--- src/rtl/morra_cinese_param.sv ---
`default_nettype none
// ============================================================================
//  Module   : morra_cinese_param
//  Purpose  : Two-player rock-paper-scissors referee. Scores one round per
//             clock, tracks the lead between the players and ends the match
//             either on a lead of LEAD (after MIN_ROUNDS) or on a
//             configurable round limit. An optional rule forbids the previous
//             round's winner from replaying its winning move.
//  Ports    : clk, rst_n (async, active low)
//             INIZIA           start/restart; {PRIMO,SECONDO} loads max length
//             PRIMO, SECONDO   moves: 00 none, 01 rock, 10 paper, 11 scissors
//             MANCHE           round result: 00 none, 01 P1, 10 P2, 11 draw
//             PARTITA          match result: 00 running, 01 P1, 10 P2, 11 draw
//             NUM_MANCHE       valid rounds played in the current match
//             DIFF             signed lead, positive when P1 is ahead
//  Revision : 1.0 - initial release
// ============================================================================
module morra_cinese_param #(
    parameter int CNT_W      = 5,
    parameter int MIN_ROUNDS = 4,
    parameter int LEAD       = 2,
    parameter int NO_REPEAT  = 1
) (
    input  logic                           clk,
    input  logic                           rst_n,
    input  logic                           INIZIA,
    input  logic [1:0]                     PRIMO,
    input  logic [1:0]                     SECONDO,
    output logic [1:0]                     MANCHE,
    output logic [1:0]                     PARTITA,
    output logic [CNT_W-1:0]               NUM_MANCHE,
    output logic signed [$clog2(LEAD)+1:0] DIFF
);

    localparam int LW = $clog2(LEAD) + 2;

    localparam logic signed [LW-1:0] c_lead_pos = LW'(LEAD);
    localparam logic signed [LW-1:0] c_lead_neg = -c_lead_pos;
    localparam logic signed [LW-1:0] c_sat_pos  = LW'(LEAD - 1);
    localparam logic signed [LW-1:0] c_sat_neg  = -c_sat_pos;
    localparam logic [CNT_W-1:0]     c_min      = CNT_W'(MIN_ROUNDS);

    localparam logic [1:0] c_none     = 2'b00;
    localparam logic [1:0] c_p1       = 2'b01;
    localparam logic [1:0] c_p2       = 2'b10;
    localparam logic [1:0] c_draw     = 2'b11;
    localparam logic [1:0] c_rock     = 2'b01;
    localparam logic [1:0] c_paper    = 2'b10;
    localparam logic [1:0] c_scissors = 2'b11;

    // Parameter sanity checks at elaboration
    if (LEAD < 1) begin : g_chk_lead
        $error("morra_cinese_param: LEAD must be >= 1");
    end
    if (MIN_ROUNDS < 1) begin : g_chk_min
        $error("morra_cinese_param: MIN_ROUNDS must be >= 1");
    end
    if ((64'd1 << CNT_W) <= 64'(MIN_ROUNDS + 15)) begin : g_chk_cnt
        $error("morra_cinese_param: CNT_W too narrow for MIN_ROUNDS+15");
    end

    typedef enum logic [1:0] {
        ST_IDLE = 2'd0,
        ST_PLAY = 2'd1,
        ST_OVER = 2'd2
    } state_t;

    state_t               r_state,     w_state;
    logic [CNT_W-1:0]     r_max,       w_max;
    logic [CNT_W-1:0]     r_num,       w_num;
    logic signed [LW-1:0] r_diff,      w_diff;
    logic [1:0]           r_manche,    w_manche;
    logic [1:0]           r_partita,   w_partita;
    logic [1:0]           r_last_win,  w_last_win;
    logic [1:0]           r_last_move, w_last_move;

    logic                 w_p1_beats;
    logic [1:0]           w_result;
    logic                 w_repeat;
    logic                 w_invalid;
    logic [CNT_W-1:0]     w_n;
    logic signed [LW-1:0] w_dnew;
    logic                 w_hit_lead;
    logic                 w_dnew_pos;

    // Round decode: rock > scissors > paper > rock
    assign w_p1_beats = ((PRIMO == c_rock)     && (SECONDO == c_scissors)) ||
                        ((PRIMO == c_scissors) && (SECONDO == c_paper))    ||
                        ((PRIMO == c_paper)    && (SECONDO == c_rock));
    assign w_result   = (PRIMO == SECONDO) ? c_draw : (w_p1_beats ? c_p1 : c_p2);

    // Last winner replaying the move it won with (record is empty after a draw)
    assign w_repeat   = (NO_REPEAT != 0) &&
                        (((r_last_win == c_p1) && (PRIMO   == r_last_move)) ||
                         ((r_last_win == c_p2) && (SECONDO == r_last_move)));
    assign w_invalid  = (PRIMO == 2'b00) || (SECONDO == 2'b00) || w_repeat;

    assign w_n        = r_num + CNT_W'(1);

    // Lead before saturation; never exceeds +/-LEAD since play stops there
    always_comb begin
        w_dnew = r_diff;
        if (w_result == c_p1) begin
            w_dnew = r_diff + LW'(1);
        end else if (w_result == c_p2) begin
            w_dnew = r_diff - LW'(1);
        end
    end

    assign w_hit_lead = (w_dnew >= c_lead_pos) || (w_dnew <= c_lead_neg);
    assign w_dnew_pos = !w_dnew[LW-1];

    always_comb begin
        w_state     = r_state;
        w_max       = r_max;
        w_num       = r_num;
        w_diff      = r_diff;
        w_manche    = r_manche;
        w_partita   = r_partita;
        w_last_win  = r_last_win;
        w_last_move = r_last_move;

        if (INIZIA) begin
            // Moves on a start cycle only carry the match length
            w_max       = CNT_W'({PRIMO, SECONDO}) + c_min;
            w_num       = '0;
            w_diff      = '0;
            w_last_win  = c_none;
            w_last_move = 2'b00;
            w_manche    = c_none;
            w_partita   = c_none;
            w_state     = ST_PLAY;
        end else begin
            case (r_state)
                ST_IDLE: begin
                    w_manche = c_none;
                end
                ST_PLAY: begin
                    if (w_invalid) begin
                        w_manche = c_none;
                    end else begin
                        w_num    = w_n;
                        w_manche = w_result;
                        if (w_result == c_draw) begin
                            w_last_win  = c_none;
                            w_last_move = 2'b00;
                        end else begin
                            w_last_win  = w_result;
                            w_last_move = (w_result == c_p1) ? PRIMO : SECONDO;
                        end
                        if (w_hit_lead && (w_n >= c_min)) begin
                            w_partita = w_dnew_pos ? c_p1 : c_p2;
                            w_diff    = w_dnew_pos ? c_lead_pos : c_lead_neg;
                            w_state   = ST_OVER;
                        end else begin
                            // Too early to win by lead: hold one short of it
                            w_diff = w_hit_lead ? (w_dnew_pos ? c_sat_pos : c_sat_neg)
                                                : w_dnew;
                            if (w_n == r_max) begin
                                if (w_diff == '0) begin
                                    w_partita = c_draw;
                                end else if (w_diff[LW-1]) begin
                                    w_partita = c_p2;
                                end else begin
                                    w_partita = c_p1;
                                end
                                w_state = ST_OVER;
                            end
                        end
                    end
                end
                ST_OVER: begin
                    w_manche = c_none;
                end
                default: begin
                    w_state = ST_IDLE;
                end
            endcase
        end
    end

    always_ff @(posedge clk or negedge rst_n) begin
        if (!rst_n) begin
            r_state     <= ST_IDLE;
            r_max       <= '0;
            r_num       <= '0;
            r_diff      <= '0;
            r_manche    <= c_none;
            r_partita   <= c_none;
            r_last_win  <= c_none;
            r_last_move <= 2'b00;
        end else begin
            r_state     <= w_state;
            r_max       <= w_max;
            r_num       <= w_num;
            r_diff      <= w_diff;
            r_manche    <= w_manche;
            r_partita   <= w_partita;
            r_last_win  <= w_last_win;
            r_last_move <= w_last_move;
        end
    end

    assign MANCHE     = r_manche;
    assign PARTITA    = r_partita;
    assign NUM_MANCHE = r_num;
    assign DIFF       = r_diff;

endmodule
`default_nettype wire
--- config.mk ---
export PLATFORM = sky130hd
export DESIGN_NAME = morra_cinese_param
export DESIGN_NICKNAME = d
export VERILOG_FILES = /design/src/rtl/morra_cinese_param.sv
export SDC_FILE = /design/constraint.sdc
export NUM_CORES = 1
export LEC_CHECK = 0
export ABC_AREA = 1
export CORE_UTILIZATION = 54
export CTS_CLUSTER_SIZE = 24
export DETAILED_ROUTE_END_ITERATION = 10
export DONT_BUFFER_PORTS = 1
export PLACE_DENSITY_LB_ADDON = 0.3
export SLEW_MARGIN = 20
export SYNTH_ARGS = -nofsm -noshare
export SYNTH_HDL_FRONTEND = slang
export SYNTH_SLANG_ARGS = --single-unit
--- constraint.sdc ---
create_clock -name clk -period 1.9 [get_ports clk]
set_input_delay 0.57 -clock clk [delete_from_list [all_inputs] [get_ports clk]]
set_output_delay 0.57 -clock clk [all_outputs]
set_load 0.01 [all_outputs]
==> impl_results.md <==
* Pre-CTS WS at -42.2 ps
* Post-synthesis average cell area at 7.85 um2
* Synth Instances at 183
* Max cap viols at 0
* CP Data Required Time at 2120 ps
* Sinks on Clock Net at 23
* CORE AREA at 0.00250 mm2
* Postcts setup bufs at 0
* Setup-failing EPs final at 0
* Die Area at about 0.0029 mm2
* CTS tree: built
* Initial antenna violation count at 0
* CTS max path bufs at 2
* Vias in the first global route at 1168
* Ys flop type: dfrtp_1
* Post-Synth Simple-Gate Area at 32.8%
* Post-layout util at 63.5%
* Synth warn at 0
* CTS clk-pin slew, worst paths at around 140 ps
* Type of the worst setup path: reg -> reg
* Clock Power Share at just under 20%
* CTS H-tree lvls at 1
* Dpl hpwl at 2.31 mm
* Final Non-Filler Cells at 222
* Combinational fraction of design power at between 30% and 40%
* Post-synthesis register bit count at 23
* Inst Count DP at 217
* Sw frac at a little under two fifths
* Post-Synth XOR/XNOR Area at 3.57%
* Clock skew at just over 9 ps
* Async S/R FF share, synth at 100%
* Fin crit share at 90.5%
* Final TNS setup at 0 ps
* Fill count at 202
* WHS at 193 ps
* Int Power at 757 uW
* Routed wire per std cell at 13.8 um
* Antenna Nets Post-Route at 0
* Yosys cell types at 24
* Synth Area in Adders at ~6.1%
* Fin. Hold Viols at 0
* Placed Area at 0.00150 mm2
* Chip width at around 54 um
* Number of synthesized flops with an enable pin at 0
* Final wirelength at around 3.1 mm
* Site row count at 18
* Synthesized area at 0.00144 mm2
* Crit path DAT at 1940 ps
* Global-route total usage across every layer at 24.5%
* DR iter-0 viols at 24
* Mux share of post-synthesis cell area at 0%
* Worst Hold Class: in -> async
* Ant. Diodes at 0
* First-pass GRT wire length at approximately 5.1 mm
* Share of cells above drive strength 1 at slightly above 20%
* Setup WS post-layout at ~180 ps
* Crit path max fanout at 4
* Root Buffer: clkbuf_4
* NumNets Final at between 200 and 250
* Syn_nets at 197
* Fmax at 0.582 GHz
* Worst-Skew Late Latency at 320 ps
* IO Pins at 19
* Sequential share of power at roughly 50%
* Slew @ Worst Pin at approximately 500 ps
* GPL Wtd Cong at 0.898
* Drt pass-1 iters at 4
* Crit end category: flip-flop
* LEAKAGE at approximately 0.78 nW
* Chip Height at 53.6 um
* Fin crit period at 1720 ps
* Fin area at 0.00159 mm2
* Status: finished, final reports clean
* Psw at ~450 uW
* Worst VDD drop at 0.000580 V
* Pwr Total at 1.21 mW
* CP Launch Type: flip-flop
* Main combinational cell family by area after synthesis: simple AND/OR/NAND/NOR gates
* GRT Residual Overflow at 0
* PD cells at 759 mW/mm2
* Largest net degree at the start of global routing at 24
* Port bufs at 0
* Rel. slew slack at 65.7%
* CTS buffer count at 3
* Vias per std cell at 5.56
* Effective utilization at floorplan at 57.5%
* Slew Viols, Final at 0
* Synth Area in Compound Gates at 9.41%
* # DRC at 0
* Via count at 1234
* Area delta synth->final at 10.5%
* Sequential-to-total area share from yosys stat at between 40% and 50%
cell families (layout without fill, tap and decap cells):
| kind of cell | Yosys count | in the layout |
|---|---|---|
| adders and majority gates | 7 | 7 |
| xor gates and xnor gates | 5 | 5 |
| buffers and inverters | 28 | 37 |
| AOI/OAI and AO/OA | 25 | 25 |
| and+or+nand+nor | 95 | 95 |
| DFF | 23 | 23 |
cell usage in the layout, fill, tap and decap left out, types with 2 or more instances in the layout:
cell | synthesis | routed
inv_1 | 23 | 22
nand2_2 | 8 | 8
nand2_1 | 42 | 42
nand4_1 | 2 | 2
dfrtp_2 | 0 | 2
inv_2 | 3 | 4
dfrtp_1 | 23 | 21
nand3_2 | 4 | 5
o21ai_0 | 14 | 14
o22ai_1 | 6 | 6
nand3_1 | 24 | 23
buf_4 | 0 | 4
nor2_4 | 2 | 2
clkbuf_4 | 0 | 3
xor2_2 | 1 | 3
ha_1 | 7 | 6
a21oi_1 | 4 | 4
nor2_1 | 9 | 9
routing by layer:
| metal | track usage, % | vias to the layer above | routed length, um |
|---|---|---|---|
| met5 | 0 | - | 0 |
| met4 | 8.33 | 0 | 38 |
| met3 | 4.52 | 4 | 132 |
| met2 | 38.1 | 37 | 1450 |
| met1 | 34.1 | 580 | 1440 |
| li1 | - | 613 | - |
registers in the layout, summed over array words and instances, names as in the netlist:
register     count
DIFF             3
MANCHE           2
NUM_MANCHE       5
PARTITA          2
r_last_move      2
r_last_win       2
r_max            5
r_state          2
synth_stat cells, types with 3 or more instances:
cell	n	area, um2
inv_1	23	86.3
nand3_2	4	40.0
a21oi_1	4	20.0
nand2_1	42	158
o21ai_0	14	70.1
o22ai_1	6	37.5
inv_2	3	11.3
dfrtp_1	23	576
nor2_1	9	33.8
ha_1	7	87.6
nand2_2	8	50.1
nand3_1	24	120
repair_timing:
item,CTS,global route
hold buffers,1,0
gates resized for setup,0,11
setup endpoints to repair,0,4
hold endpoints to repair,23,0
area by class of cell:
type	instances	area (um2)	share of cell area [%]
clock buffer	3	22.5	1.42
clock inverter	1	5.00	0.315
inverter	27	101	6.38
multi-input combinational	132	797	50.2
sequential	23	578	36.4
tap	30	37.5	2.36
timing repair buffer	6	46.3	2.92
worst paths after layout:
kind	start	slack [ps]	cells past startpoint	to
setup / recovery	DIFF[0]$_DFFE_PN0P_	180	11	PARTITA[1]$_DFFE_PN0P_
hold / removal	rst_n	190	1	NUM_MANCHE[3]$_DFFE_PN0P_
setup reg to reg	DIFF[0]$_DFFE_PN0P_	180	11	PARTITA[1]$_DFFE_PN0P_
hold reg to reg	r_max[4]$_DFFE_PN0P_	520	2	r_max[4]$_DFFE_PN0P_
max in group asynchronous	rst_n	1340	1	NUM_MANCHE[1]$_DFFE_PN0P_
min in group clk	INIZIA	330	1	r_max[0]$_DFFE_PN0P_
worst max-delay path: stages (launching register included):
cell and delay (ps):
dfrtp_1 450, inv_2 80, ha_1 300, inv_1 40, nand3_1 100, nand3_2 120, nand3_1 140, nand3_2 120
nand2_2 110, nand2_2 60, nand2_1 50, nand2_1 40
power by group through the flow:
| stage | clock [mW] | sequential [mW] | combinational, mW |
|---|---|---|---|
| floorplan | 0 | 0.601 | 0.272 |
| finish | 0.236 | 0.602 | 0.366 |
| global route | 0.260 | 0.611 | 0.421 |
| detailed placement | 0 | 0.607 | 0.343 |
| global placement | 0 | 0.606 | 0.331 |
| CTS | 0.236 | 0.597 | 0.357 |
No activity file was read; power rests on OpenSTA's default activity.
